### config.mk
export PLATFORM = sky130hd
export DESIGN_NAME = contador_mmss_param
export DESIGN_NICKNAME = d
export VERILOG_FILES = /design/src/rtl/contador_pkg.sv /design/src/rtl/bcd_digit_dec.sv /design/src/rtl/contador_mmss_param.sv
export SDC_FILE = /design/constraint.sdc
export NUM_CORES = 1
export LEC_CHECK = 0
export CORE_MARGIN = 1
export CORE_UTILIZATION = 35
export CTS_CLUSTER_SIZE = 24
export DETAILED_ROUTE_END_ITERATION = 8
export HOLD_SLACK_MARGIN = 0.05
export PLACE_DENSITY = 0.68
export RECOVER_POWER = 100
export SYNTH_ARGS = -nofsm -noshare
export SYNTH_HDL_FRONTEND = slang
export SYNTH_SLANG_ARGS = --single-unit
### constraint.sdc
create_clock -name clk -period 2.7 [get_ports clk]
set_input_delay 0.405 -clock clk [delete_from_list [all_inputs] [get_ports clk]]
set_output_delay 0.405 -clock clk [all_outputs]
set_load 0.01 [all_outputs]
### src/rtl/contador_pkg.sv
// contador_pkg: shared state encoding, BCD digit limits and prescaler sizing for the mm:ss countdown
package contador_pkg;

    typedef enum logic [1:0] {IDLE, RUN, PAUSE, DONE} state_t;

    localparam logic [3:0] MAX_UNIT = 4'd9;
    localparam logic [3:0] MAX_TENS = 4'd5;

    function automatic int presc_width(input int div);
        return ($clog2(div) < 1) ? 1 : $clog2(div);
    endfunction

endpackage

### src/rtl/bcd_digit_dec.sv
// bcd_digit_dec: one BCD digit of a borrow-chained decrementer, wrapping 0 -> MAX
module bcd_digit_dec #(
    parameter logic [3:0] MAX = 4'd9
) (
    input  logic [3:0] digit,
    input  logic       borrow_in,
    output logic [3:0] digit_next,
    output logic       borrow_out
);

    assign borrow_out = borrow_in && digit == 4'd0;
    assign digit_next = !borrow_in ? digit : (digit == 4'd0 ? MAX : digit - 4'd1);

endmodule

### src/rtl/contador_mmss_param.sv
// contador_mmss_param: loadable BCD mm:ss countdown timer with pause, cancel and done pulse
module contador_mmss_param
    import contador_pkg::*;
#(
    parameter int MIN_DIGITS = 2,
    parameter int TICK_DIV   = 1000
) (
    input  logic                    clk,
    input  logic                    rst_n,
    input  logic                    load,
    input  logic                    start,
    input  logic                    stop,
    input  logic                    cancel,
    input  logic [4*MIN_DIGITS-1:0] min_in,
    input  logic [3:0]              dsec_in,
    input  logic [3:0]              usec_in,
    output logic [4*MIN_DIGITS-1:0] min_out,
    output logic [3:0]              dsec_out,
    output logic [3:0]              usec_out,
    output logic                    running,
    output logic                    paused,
    output logic                    done,
    output logic                    zero,
    output logic                    err
);

    localparam int PW = presc_width(TICK_DIV);
    localparam int ND = MIN_DIGITS + 2;

    state_t          state, state_nx;
    logic [PW-1:0]   presc, presc_nx;
    logic [4*ND-1:0] cnt, cnt_nx, cnt_dec, preset;
    logic [ND:0]     borrow;
    logic            err_nx, done_nx, wrap, tick, preset_ok;

    assign preset = {min_in, dsec_in, usec_in};
    assign {min_out, dsec_out, usec_out} = cnt;
    assign zero    = cnt == '0;
    assign running = state == RUN;
    assign paused  = state == PAUSE;

    // Digit 0 is units of seconds, digit 1 tens of seconds, the rest minutes.
    assign borrow[0] = 1'b1;
    genvar i;
    for (i = 0; i < ND; i++) begin : g_dig
        bcd_digit_dec #(.MAX(i == 1 ? MAX_TENS : MAX_UNIT)) u_dig (
            .digit     (cnt[4*i+:4]),
            .borrow_in (borrow[i]),
            .digit_next(cnt_dec[4*i+:4]),
            .borrow_out(borrow[i+1])
        );
    end

    // A borrow out of the top digit means the count is zero; never decrement then.
    assign wrap = presc == PW'(TICK_DIV - 1);
    assign tick = state == RUN && wrap && !borrow[ND];

    always_comb begin
        preset_ok = dsec_in <= MAX_TENS && usec_in <= MAX_UNIT;
        for (int k = 0; k < MIN_DIGITS; k++)
            preset_ok = preset_ok && min_in[4*k+:4] <= MAX_UNIT;
    end

    always_comb begin
        state_nx = state;
        cnt_nx   = cnt;
        presc_nx = presc;
        err_nx   = err;
        done_nx  = 1'b0;
        if (cancel) begin
            state_nx = IDLE;
            cnt_nx   = '0;
            presc_nx = '0;
            err_nx   = 1'b0;
        end else if (stop && state == RUN) begin
            state_nx = PAUSE;
        end else if (start && state == IDLE && !zero) begin
            state_nx = RUN;
            presc_nx = '0;
        end else if (start && state == PAUSE) begin
            state_nx = RUN;
        end else if (load && (state == IDLE || state == DONE)) begin
            state_nx = IDLE;
            cnt_nx   = preset_ok ? preset : cnt;
            err_nx   = !preset_ok;
        end else if (state == RUN) begin
            presc_nx = wrap ? '0 : presc + 1'b1;
            if (tick) begin
                cnt_nx   = cnt_dec;
                done_nx  = cnt_dec == '0;
                state_nx = cnt_dec == '0 ? DONE : RUN;
            end
        end
    end

    always_ff @(posedge clk or negedge rst_n) begin
        if (!rst_n) begin
            state <= IDLE;
            cnt   <= '0;
            presc <= '0;
            err   <= 1'b0;
            done  <= 1'b0;
        end else begin
            state <= state_nx;
            cnt   <= cnt_nx;
            presc <= presc_nx;
            err   <= err_nx;
            done  <= done_nx;
        end
    end

endmodule

==> reports/results.ini, run 1 <==
[status]
status = finished, final reports clean

[critical_path]
reg2reg_to = cnt[14]
reg2reg_from = cnt[3]
cpMaxStageDelayCell = or4_1
worstSetupPathType = reg2reg
cp-end-kind = flop
reg2reg_depth = 6
crit_family = simple AND/OR/NAND/NOR gates
crit_chain = or4_1, or3_4, or3_2, mux2i_1, a211o_1, a21oi_1
critPathArrivalTime_ns = 2.82
crit_buf_inv = 0
startpoint_type = flop
max_stage_delay_ns = 0.65
critPathMaxFanout = 7
required_ns = 2.92
r2r_slack_ns = 0.09

[global_route]
grtUsageTotal_pct = 19.12
grt_pass1_wl_microns = 8997
grt_max_degree = 27
antenna_found_initial = 0
grt_pass1_vias = 1883
grt-ovfl-total = 0

[yosys]
synth-seq-cells = 30
synth_flop_cell = dfrtp_1
synth_cell_types = 42
synth_edf_count = 0
synthCells = 247
postSynthAreaPerCell_sq_um = 8.014
synthArstFlopShare_pct = 100.0
ys_seq_area_share_pct = 37.93
synth.cell_area_sq_um = 1979
ys_warn_count = 0
syn_nets = 273

[worst_hold_path]
worstHoldStart = presc[1]
hp-class = reg2reg
holdPathEnd = presc[1]
hold_depth = 2

[power_and_ir_drop]
swShare_pct = 31.51
p_leak_nw = 1.211
power.switching_uw = 384.4
power_density_nw_per_um2 = 441.2
clkPwrFrac_pct = 28.4
seqPwrFrac_pct = 38.7
internal-power_uw = 835.5
pwr-share-comb_pct = 32.9
irDropWorstVdd_mv = 0.2304

[routing]
num_vias = 2058
wl_microns = 5490
wl_per_cell_microns = 14.26
drt_iter0_markers = 155
via_per_inst = 5.345
drc = 0
antenna_left = 0
first_pass_iters = 4

[timing]
clock.fmax_ghz = 0.3836
rsz0062_at_grt = no
timing.hold.ws_ns = 0.5218
maxSlewHeadroom_pct = 58.57
finalHoldViolCount = 0
tightest_slew_ns = 0.6194
setup_viol = 0
period_needed_ns = 2.607
slew_violations = 0
fin_crit_sh_pct = 96.54
clock_skew_ns = 0.01242

[die]
die_w_microns = 77.20
dieArea_sq_um = 5960
boundaryPins = 43
coreArea_sq_um = 5473
initial_core_util_pct = 36.17
die_h_microns = 77.20
rows = 27

[clock_network]
cts_tree = built
cts_root_buffer = clkbuf_8
clkLatencyLatePin_ns = 0.29
numCtsBuffers = 5
path_clk_slew_ns = 0.07
h-tree-depth = 2
cts_max_path_buffers = 2
clock_sink_count = 30

[place]
dp_hpwl_microns = 3987
placed_cells = 370
portBuffers = 42
place_congestion = 0.8171

[cells_and_area]
fin_nets = 338
n_antenna_cell = 0
area_delta_synth_final_pct = 39.70
fin_cells = 385
fillers = 547
final_util_pct = 50.53
drive_above_1_share_pct = 16.29

[run]
maxCapViolCount = 0

synthesized netlist by cell type (2+ instances only):
cell type	n	area share, %
or2_2	6	1.9
inv_1	8	1.5
or3_2	4	1.5
clkbuf_1	11	2.1
o21a_1	3	1.1
nor3_1	11	2.8
a211o_1	3	1.3
mux2i_1	4	2.0
dfrtp_1	30	38
nor3b_1	2	0.76
or3_1	6	1.9
ha_1	4	2.5
or4_1	4	1.5
and4_1	2	0.89
nor2b_1	4	1.3
o31ai_1	2	0.76
o21ai_0	24	6.1
a21oi_1	27	6.8
o32ai_1	3	1.3
nand2b_1	7	2.2
nand3_1	9	2.3
nand4_1	4	1.3
nand2_1	24	4.6
nor2_1	24	4.6
o311ai_0	2	0.89
a31oi_1	3	0.95
flip-flops by register name, indices dropped and copies added, names as in the netlist:
| signal | flops |
|---|---|
| state | 2 |
| err | 1 |
| done | 1 |
| cnt | 16 |
| presc | 10 |
power by group through the flow:
stage	clock (mW)	sequential [mW]	combinational [mW]
finish	0.347	0.472	0.401
global route	0.378	0.473	0.443
CTS	0.354	0.472	0.392
detailed placement	0	0.480	0.374
global placement	0	0.480	0.373
floorplan	0	0.485	0.207
worst max path at each step:
stage,end,startpoint,depth (start not counted)
6_report,cnt[14],cnt[3],6
5_1_grt,cnt[10],cnt[11],9
4_1_cts,cnt[10],cnt[11],9
3_5_place_dp,presc[9],cnt[3],6
3_3_place_gp,presc[6],cnt[3],6
2_1_floorplan,presc[6],cnt[9],7
repair_timing:
| action | 4_1_cts | 5_1_grt |
|---|---|---|
| gates cloned | 0 | 1 |
| hold buffers | 0 | 0 |
| setup buffers | 3 | 3 |
| pin swaps | 2 | 1 |
| resized for setup | 5 | 2 |
| setup endpoints to repair | 5 | 19 |
stage by stage:
| stage | setup slack, ns | total power [mW] | TNS, ns | area (sq um) |
|---|---|---|---|---|
| floorplan | 0.004386 | 0.6921 | 0 | 1981 |
| global placement | 0.02875 | 0.8531 | 0 | 2621 |
| detailed placement | -0.02875 | 0.8548 | -0.03431 | 2621 |
| CTS | 0.01103 | 1.218 | 0 | 2736 |
| global route | 0.01498 | 1.295 | 0 | 2765 |
| finish | 0.09345 | 1.220 | 0 | 2765 |
area by class of cell:
type	count	area (sq um)	area share, %
Tap cell	72	90.09	3.258
Clock buffer	8	80.08	2.896
Multi-Input combinational cell	196	1171	42.35
Inverter	8	30.03	1.086
Sequential cell	30	752.0	27.19
Timing Repair Buffer	71	641.9	23.21
tightest hold or removal path, stage by stage, from the launching register on:
cell     delay (ns)
dfrtp_1        0.37
nand2_1        0.05
o21ai_0        0.07
kinds of logic (layout without fill, tap and decap cells):
group           count (synthesis)  count (layout)  share of synthesized area, %
mux                             4               4                         2.023
flops                          30              30                         37.93
xor+xnor                        1               1                        0.4426
compound gates                 74              75                         22.50
simple gates                  112             112                         30.28
fa+ha+maj                       4               4                         2.529
buf+inv                        22              87                         4.298
layout by cell type, fill, tap and decap left out, types with 2 or more instances in the layout:
| cell type | instances |
|---|---|
| buf_4 | 23 |
| a211o_1 | 3 |
| nand3_1 | 9 |
| clkdlybuf4s50_1 | 20 |
| nor3_1 | 11 |
| nand2b_1 | 7 |
| o21a_1 | 3 |
| nor2b_1 | 4 |
| a31oi_1 | 3 |
| nor2_1 | 23 |
| nor3b_1 | 2 |
| dfrtp_1 | 29 |
| or4_4 | 2 |
| inv_1 | 8 |
| dlygate4sd3_1 | 21 |
| o32ai_1 | 3 |
| and4_1 | 2 |
| nand4_1 | 4 |
| clkbuf_1 | 5 |
| mux2i_1 | 4 |
| a221o_1 | 2 |
| o31ai_1 | 2 |
| ha_1 | 4 |
| clkbuf_8 | 5 |
| or4_1 | 3 |
| or2_2 | 6 |
| clkbuf_4 | 3 |
| or3_1 | 5 |
| nand2_1 | 23 |
| or3_2 | 4 |
| o21ai_0 | 24 |
| a21oi_1 | 27 |
per-layer routing:
metal | vias up | wire length (microns) | track usage (%)
met5 | - | 0 | 0
met4 | 0 | 70 | 5.660
met3 | 7 | 312 | 3.452
met2 | 62 | 2397 | 29.03
met1 | 966 | 2709 | 27.43
li1 | 1023 | - | -
No activity file was read; power rests on OpenSTA's default activity.
==> inputs of run 2 (changes only) <==
- CORE_ASPECT_RATIO: default -> 0.5
==> reports/results.ini, run 2 (same netlist as run 1, synthesis figures left out) <==
[timing]
clock.fmax_ghz = 0.3790
timing.hold.ws_ns = 0.5239
setup_viol = 0
fin_crit_sh_pct = 97.73
finalHoldViolCount = 0
clock_skew_ns = 0.01037
rsz0062_at_grt = yes
slew_violations = 31
period_needed_ns = 2.639
maxSlewHeadroom_pct = -16.40
tightest_slew_ns = 1.746

[place]
place_area_sq_um = 2606
portBuffers = 42
placed_cells = 368
place_congestion = 0.9379
dp_hpwl_microns = 3974

[cells_and_area]
largest_reg_flops = 16
area_delta_synth_final_pct = 41.53
final_common_cell = dfrtp_1
drive_above_1_share_pct = 16.77
regMostFlops = cnt
stdcell_area_sq_um = 2801
reg_top3 = cnt x16, presc x10, state x2
final_cell_mix = 29 x dfrtp_1, 27 x a21oi_1, 24 x buf_4
fin_cells = 380
fillers = 466
fin_nets = 335
n_antenna_cell = 0

[critical_path]
crit_buf_inv = 1
worstSetupPathType = reg2reg
crit_top_cell = or4_4
critPathArrivalTime_ns = 2.83
cpMaxStageDelayCell = or4_4
cp-end-kind = flop
required_ns = 2.90
crit_chain = or4_4, nor4b_4, buf_4, a21oi_2, or4_4, or3_2, o21ai_1
crit_family = simple AND/OR/NAND/NOR gates
startpoint_type = flop
critPathMaxFanout = 6
max_stage_delay_ns = 0.58

[worst_hold_path]
hp-class = reg2reg

[die]
initial_core_util_pct = 38.21
die_h_microns = 55.18
die_w_microns = 108.4
coreArea_sq_um = 5180
dieArea_sq_um = 5978
boundaryPins = 43
rows = 18

[clock_network]
numCtsBuffers = 5
clkLatencyLatePin_ns = 0.28
path_clk_slew_ns = 0.06
clock_sink_count = 30
cts_root_buffer = clkbuf_16
h-tree-depth = 2
cts_max_path_buffers = 2
cts_tree = built

[power_and_ir_drop]
p_leak_nw = 1.240
power_density_nw_per_um2 = 511.7
irDropWorstVdd_mv = 0.2280
p_total_mw = 1.433

[routing]
drt_iter0_markers = 127
via_per_inst = 5.558
wl_microns = 5796
drc = 0
wl_per_cell_microns = 15.25
antenna_left = 0
first_pass_iters = 4
num_vias = 2112

[global_route]
grt_max_degree = 31
grtUsageTotal_pct = 20.03
grt_pass1_vias = 2016
grt_pass1_wl_microns = 9059
antenna_found_initial = 0
grt-ovfl-total = 0

[status]
violations = capacitance limit, slew limit
status = complete, but fails checks

[run]
maxCapViolCount = 1

[run 2: cell types whose count changed in the layout (fill, tap and decap cells not counted), sizes merged]
cell and change:
clkbuf -4, dlygate4sd3 -2, clkdlybuf4s50 +2, clkinv +1
[run 2: path summary, 6_finish.rpt]
kind,slack (ns),endpoint,cells after the start,startpoint
hold reg to reg,0.52,presc[1],2,presc[1]
max in group asynchronous,0.44,cnt[9],2,rst_n
setup reg to reg,0.06,presc[6],7,cnt[9]
hold / removal,0.52,presc[1],2,presc[1]
min in group asynchronous,1.13,cnt[15],2,rst_n
setup / recovery,0.06,presc[6],7,cnt[9]
[run 2: where the power goes]
part | switching [mW] | internal, mW
combinational | 0.214 | 0.180
clock | 0.203 | 0.365
sequential | 0.00954 | 0.463
[run 2: metrics by stage]
step | TNS (ns) | utilization, % | setup slack [ns]
2_1_floorplan | 0 | - | 0.004386
3_3_place_gp | 0 | 50.31 | 0.06982
3_5_place_dp | 0 | 50.31 | 0.04773
4_1_cts | 0 | 53.45 | 0.002447
5_1_grt | -0.01447 | 54.08 | -0.007615
6_report | 0 | 54.08 | 0.06135
[run 2: metal layers]
metal	vias up	GRT usage, %	part of all wire (%)
met5	-	0	0
met4	0	6.982	0.97
met3	6	4.918	7.5
met2	79	35.99	47
met1	998	24.27	44
li1	1029	-	-
[run 2: layout make-up]
type	instances	area [sq um]	area share [%]
clock buffers	7	142.6	5.092
clock inverters	1	5.005	0.1787
inverters	8	30.03	1.072
multi-input cells	196	1177	42.03
flip-flops and latches	30	752.0	26.84
well taps	70	87.58	3.126
repair buffers	68	606.8	21.66
[run 2: worst register-to-register path, cell delays in order, from the launching register on]
cell	delay, ns
dfrtp_2	0.40
or4_4	0.58
nor4b_4	0.28
buf_4	0.17
a21oi_2	0.05
or4_4	0.53
or3_2	0.46
o21ai_1	0.08
[run 2: repair_timing]
item                       in CTS  in global routing
buffers inserted                1                  2
pin swaps                       2                  2
hold buffers                    0                  0
resized for setup               4                  7
setup endpoints to repair       1                 17
cloned                          0                  1
==> inputs of run 3 (changes only) <==
- ABC_CLOCK_PERIOD_IN_PS: default -> 2700
==> results of run 3 <==
The final DEF is identical to that of run 2; final timing and power are the same.
==> edit, RTL diff (flow settings as in run 2) <==
The 4 states of `state_t` get a Gray code encoding in 2 bits.
--- a/src/rtl/contador_pkg.sv
+++ b/src/rtl/contador_pkg.sv
@@ -1,7 +1,7 @@
 // contador_pkg: shared state encoding, BCD digit limits and prescaler sizing for the mm:ss countdown
 package contador_pkg;
 
-    typedef enum logic [1:0] {IDLE, RUN, PAUSE, DONE} state_t;
+    typedef enum logic [1:0] {IDLE = 2'b00, RUN = 2'b01, PAUSE = 2'b11, DONE = 2'b10} state_t;
 
     localparam logic [3:0] MAX_UNIT = 4'd9;
     localparam logic [3:0] MAX_TENS = 4'd5;
Formal check against the unedited RTL: no difference found for any inputs over 10 cycles, from zero or initial values and one cycle with rst_n low; not proved beyond that.
==> edit against run 2 <==
The flow still finishes with violations (max-capacitance violations, max-slew violations). Synthesized cell count grew 5.7%. Routed wire length rose by 13%. Sequential cell count is the same. Worst hold slack gained 0.017 ns. Clock skew shrank 0.0040 ns. Utilization shrank 4.0 points. Via count is 12% higher. Design area increased by 2.5%. Synthesized area is 9.7% higher. Setup slack better by 0.090 ns.
Power is not compared: it rests on default switching activity, and its combinational part moved more than twofold at a synthesized area within 25%.
==> edit: results (changes against run 2) <==
.. list-table::
   :header-rows: 1

   * - Metric
     - Value
   * - Critical path data arrival time
     - 2.14 ns (-0.69 ns)
   * - Status
     - complete, but fails checks
   * - Total placed cells including tap cells
     - 388 (+5.4%)
   * - Dominant register cell in the synthesized netlist
     - sky130_fd_sc_hd__dfrtp_1
   * - Total number of vias
     - 2,364 (+12%)
   * - Sequential fraction of the synthesis area
     - 34.58% (-3.3 points)
   * - Most numerous cell types in the synthesized netlist
     - 30 x sky130_fd_sc_hd__dfrtp_1, 23 x sky130_fd_sc_hd__a21oi_1, 21 x sky130_fd_sc_hd__nor2_1, 16 x sky130_fd_sc_hd__inv_1, 15 x sky130_fd_sc_hd__nand2_1
   * - Mapped Avg Cell Area
     - 8.317 µm² (+3.8%)
   * - Fill count
     - 533 (+14%)
   * - Number of distinct library cells after synthesis
     - 55 (+31%)
   * - Count of nets after finishing
     - 334 (-0.30%)
   * - DRC violation total after the first TritonRoute iteration
     - 210 (+65%)
   * - Hpwl dp
     - 4763 µm (+20%)
   * - Total global-route track usage
     - 21.57% (+1.5 points)
   * - Total nets after synthesis
     - 284 (+4.0%)
   * - Number of maximum-capacitance violations
     - 1 (unchanged)
   * - Fin Clk Skew
     - 0.006347 ns (-0.004022 ns)
   * - Fraction of final layout cells sized beyond drive strength 1
     - 10.58% (-6.2 points)
   * - Launch point of the critical path
     - cnt[1]
   * - Multiplexer share of the synthesized area
     - 0.9798% (-1.0 points)
   * - Cell area reported after detailed placement
     - 2740 µm² (+5.1%)
   * - Setup slack after placement
     - 0.1473 ns (+0.09957 ns)
   * - Wirelength per Cell
     - 16.60 µm (+8.9%)
   * - First-pass iteration count of the detailed router
     - 4 (unchanged)
   * - Maximum fanout along the worst path
     - 7 (+1)
   * - Slew Viols, Final
     - 31 (unchanged)
   * - Violations in the final reports
     - max-capacitance violations, max-slew violations
   * - Relative slew slack
     - -15.40% (+1.0 points)
   * - Post-CTS Setup Bufs
     - 0 (-1)
   * - Compound-gate portion of the synthesized area
     - 29.22% (+6.7 points)
   * - Most area-consuming cells after synthesis
     - sky130_fd_sc_hd__dfrtp_1 35%, sky130_fd_sc_hd__a21oi_1 5.3%, sky130_fd_sc_hd__nor2_1 3.6%
   * - Via count of the first global-routing pass
     - 2,199 (+9.1%)
   * - Wire length of the first global-routing pass
     - 10,990 µm (+21%)
   * - Post-synthesis share of cell area spent on xor and xnor gates
     - 0% (-0.44 points)
   * - Worst r2r src
     - presc[0]
   * - Average via count per standard cell
     - 5.970 (+7.4%)
## edit: cell types whose count changed after synthesis, sizes merged, moves of 7 or more
cell | run 2 | this run
o21ai | 24 | 8
o211ai | 0 | 8
nand4 | 4 | 11
inv | 8 | 16
nand2 | 24 | 15
nor4 | 0 | 9
## edit: layout make-up
cell class                 instances  area (µm²)  area share (%)
clock buffer                       7       142.6           4.967
sequential                        30       750.7           26.14
multi-input combinational        200        1275           44.40
clock inverter                     1       5.005          0.1743
tap                               84       105.1           3.660
timing repair buffer              57       529.3           18.43
inverter                          17       63.81           2.222
## edit: worst paths after layout
| check | slack (ns) | depth (start not counted) | end |
|---|---|---|---|
| worst max-delay path | 0.15 | 4 | zero |
| worst min-delay path | 0.54 | 2 | cnt[8] |
| worst max register to register | 0.27 | 7 | cnt[8] |
| worst min register to register | 0.54 | 2 | cnt[8] |
| max in group asynchronous | 0.56 | 2 | state[1] |
| min in group asynchronous | 1.12 | 2 | cnt[3] |
## edit: worst max-delay path, cell delays in order (launching register included)
cell and delay (ns):
sky130_fd_sc_hd__dfrtp_1 0.45, sky130_fd_sc_hd__nor4_4 0.47, sky130_fd_sc_hd__nand3_2 0.23, sky130_fd_sc_hd__nor2_1 0.17
sky130_fd_sc_hd__clkdlybuf4s50_1 0.55
## edit: logic make-up (layout without fill, tap and decap cells)
group                    after synthesis  in the layout
AND/OR/NAND/NOR                      108            108
adder cells (fa/ha/maj)                1              1
flip-flops                            30             30
AO/OA/AOI/OAI                         89             89
buffers and inverters                 31             82
multiplexers                           2              2
## edit: metal layers
layer	vias up	GRT usage [%]	share of wire, %
met4	0	5.263	0.67
met3	4	4.916	6.1
li1	1128	-	-
met5	-	0	0
met1	1142	29.77	48
met2	90	34.71	46
## edit: report_power, final
group / internal [mW] / switching [mW] / total (mW)
clock network: 0.365 / 0.196 / 0.561
logic: 0.881 / 1.25 / 2.13
registers: 0.548 / 0.165 / 0.713
## edit: timing repair
| action | 4_1_cts | 5_1_grt |
|---|---|---|
| gates resized for setup | 0 | 1 |
| hold endpoints to repair | 0 | 0 |
| endpoints found under the setup margin | 0 | 1 |
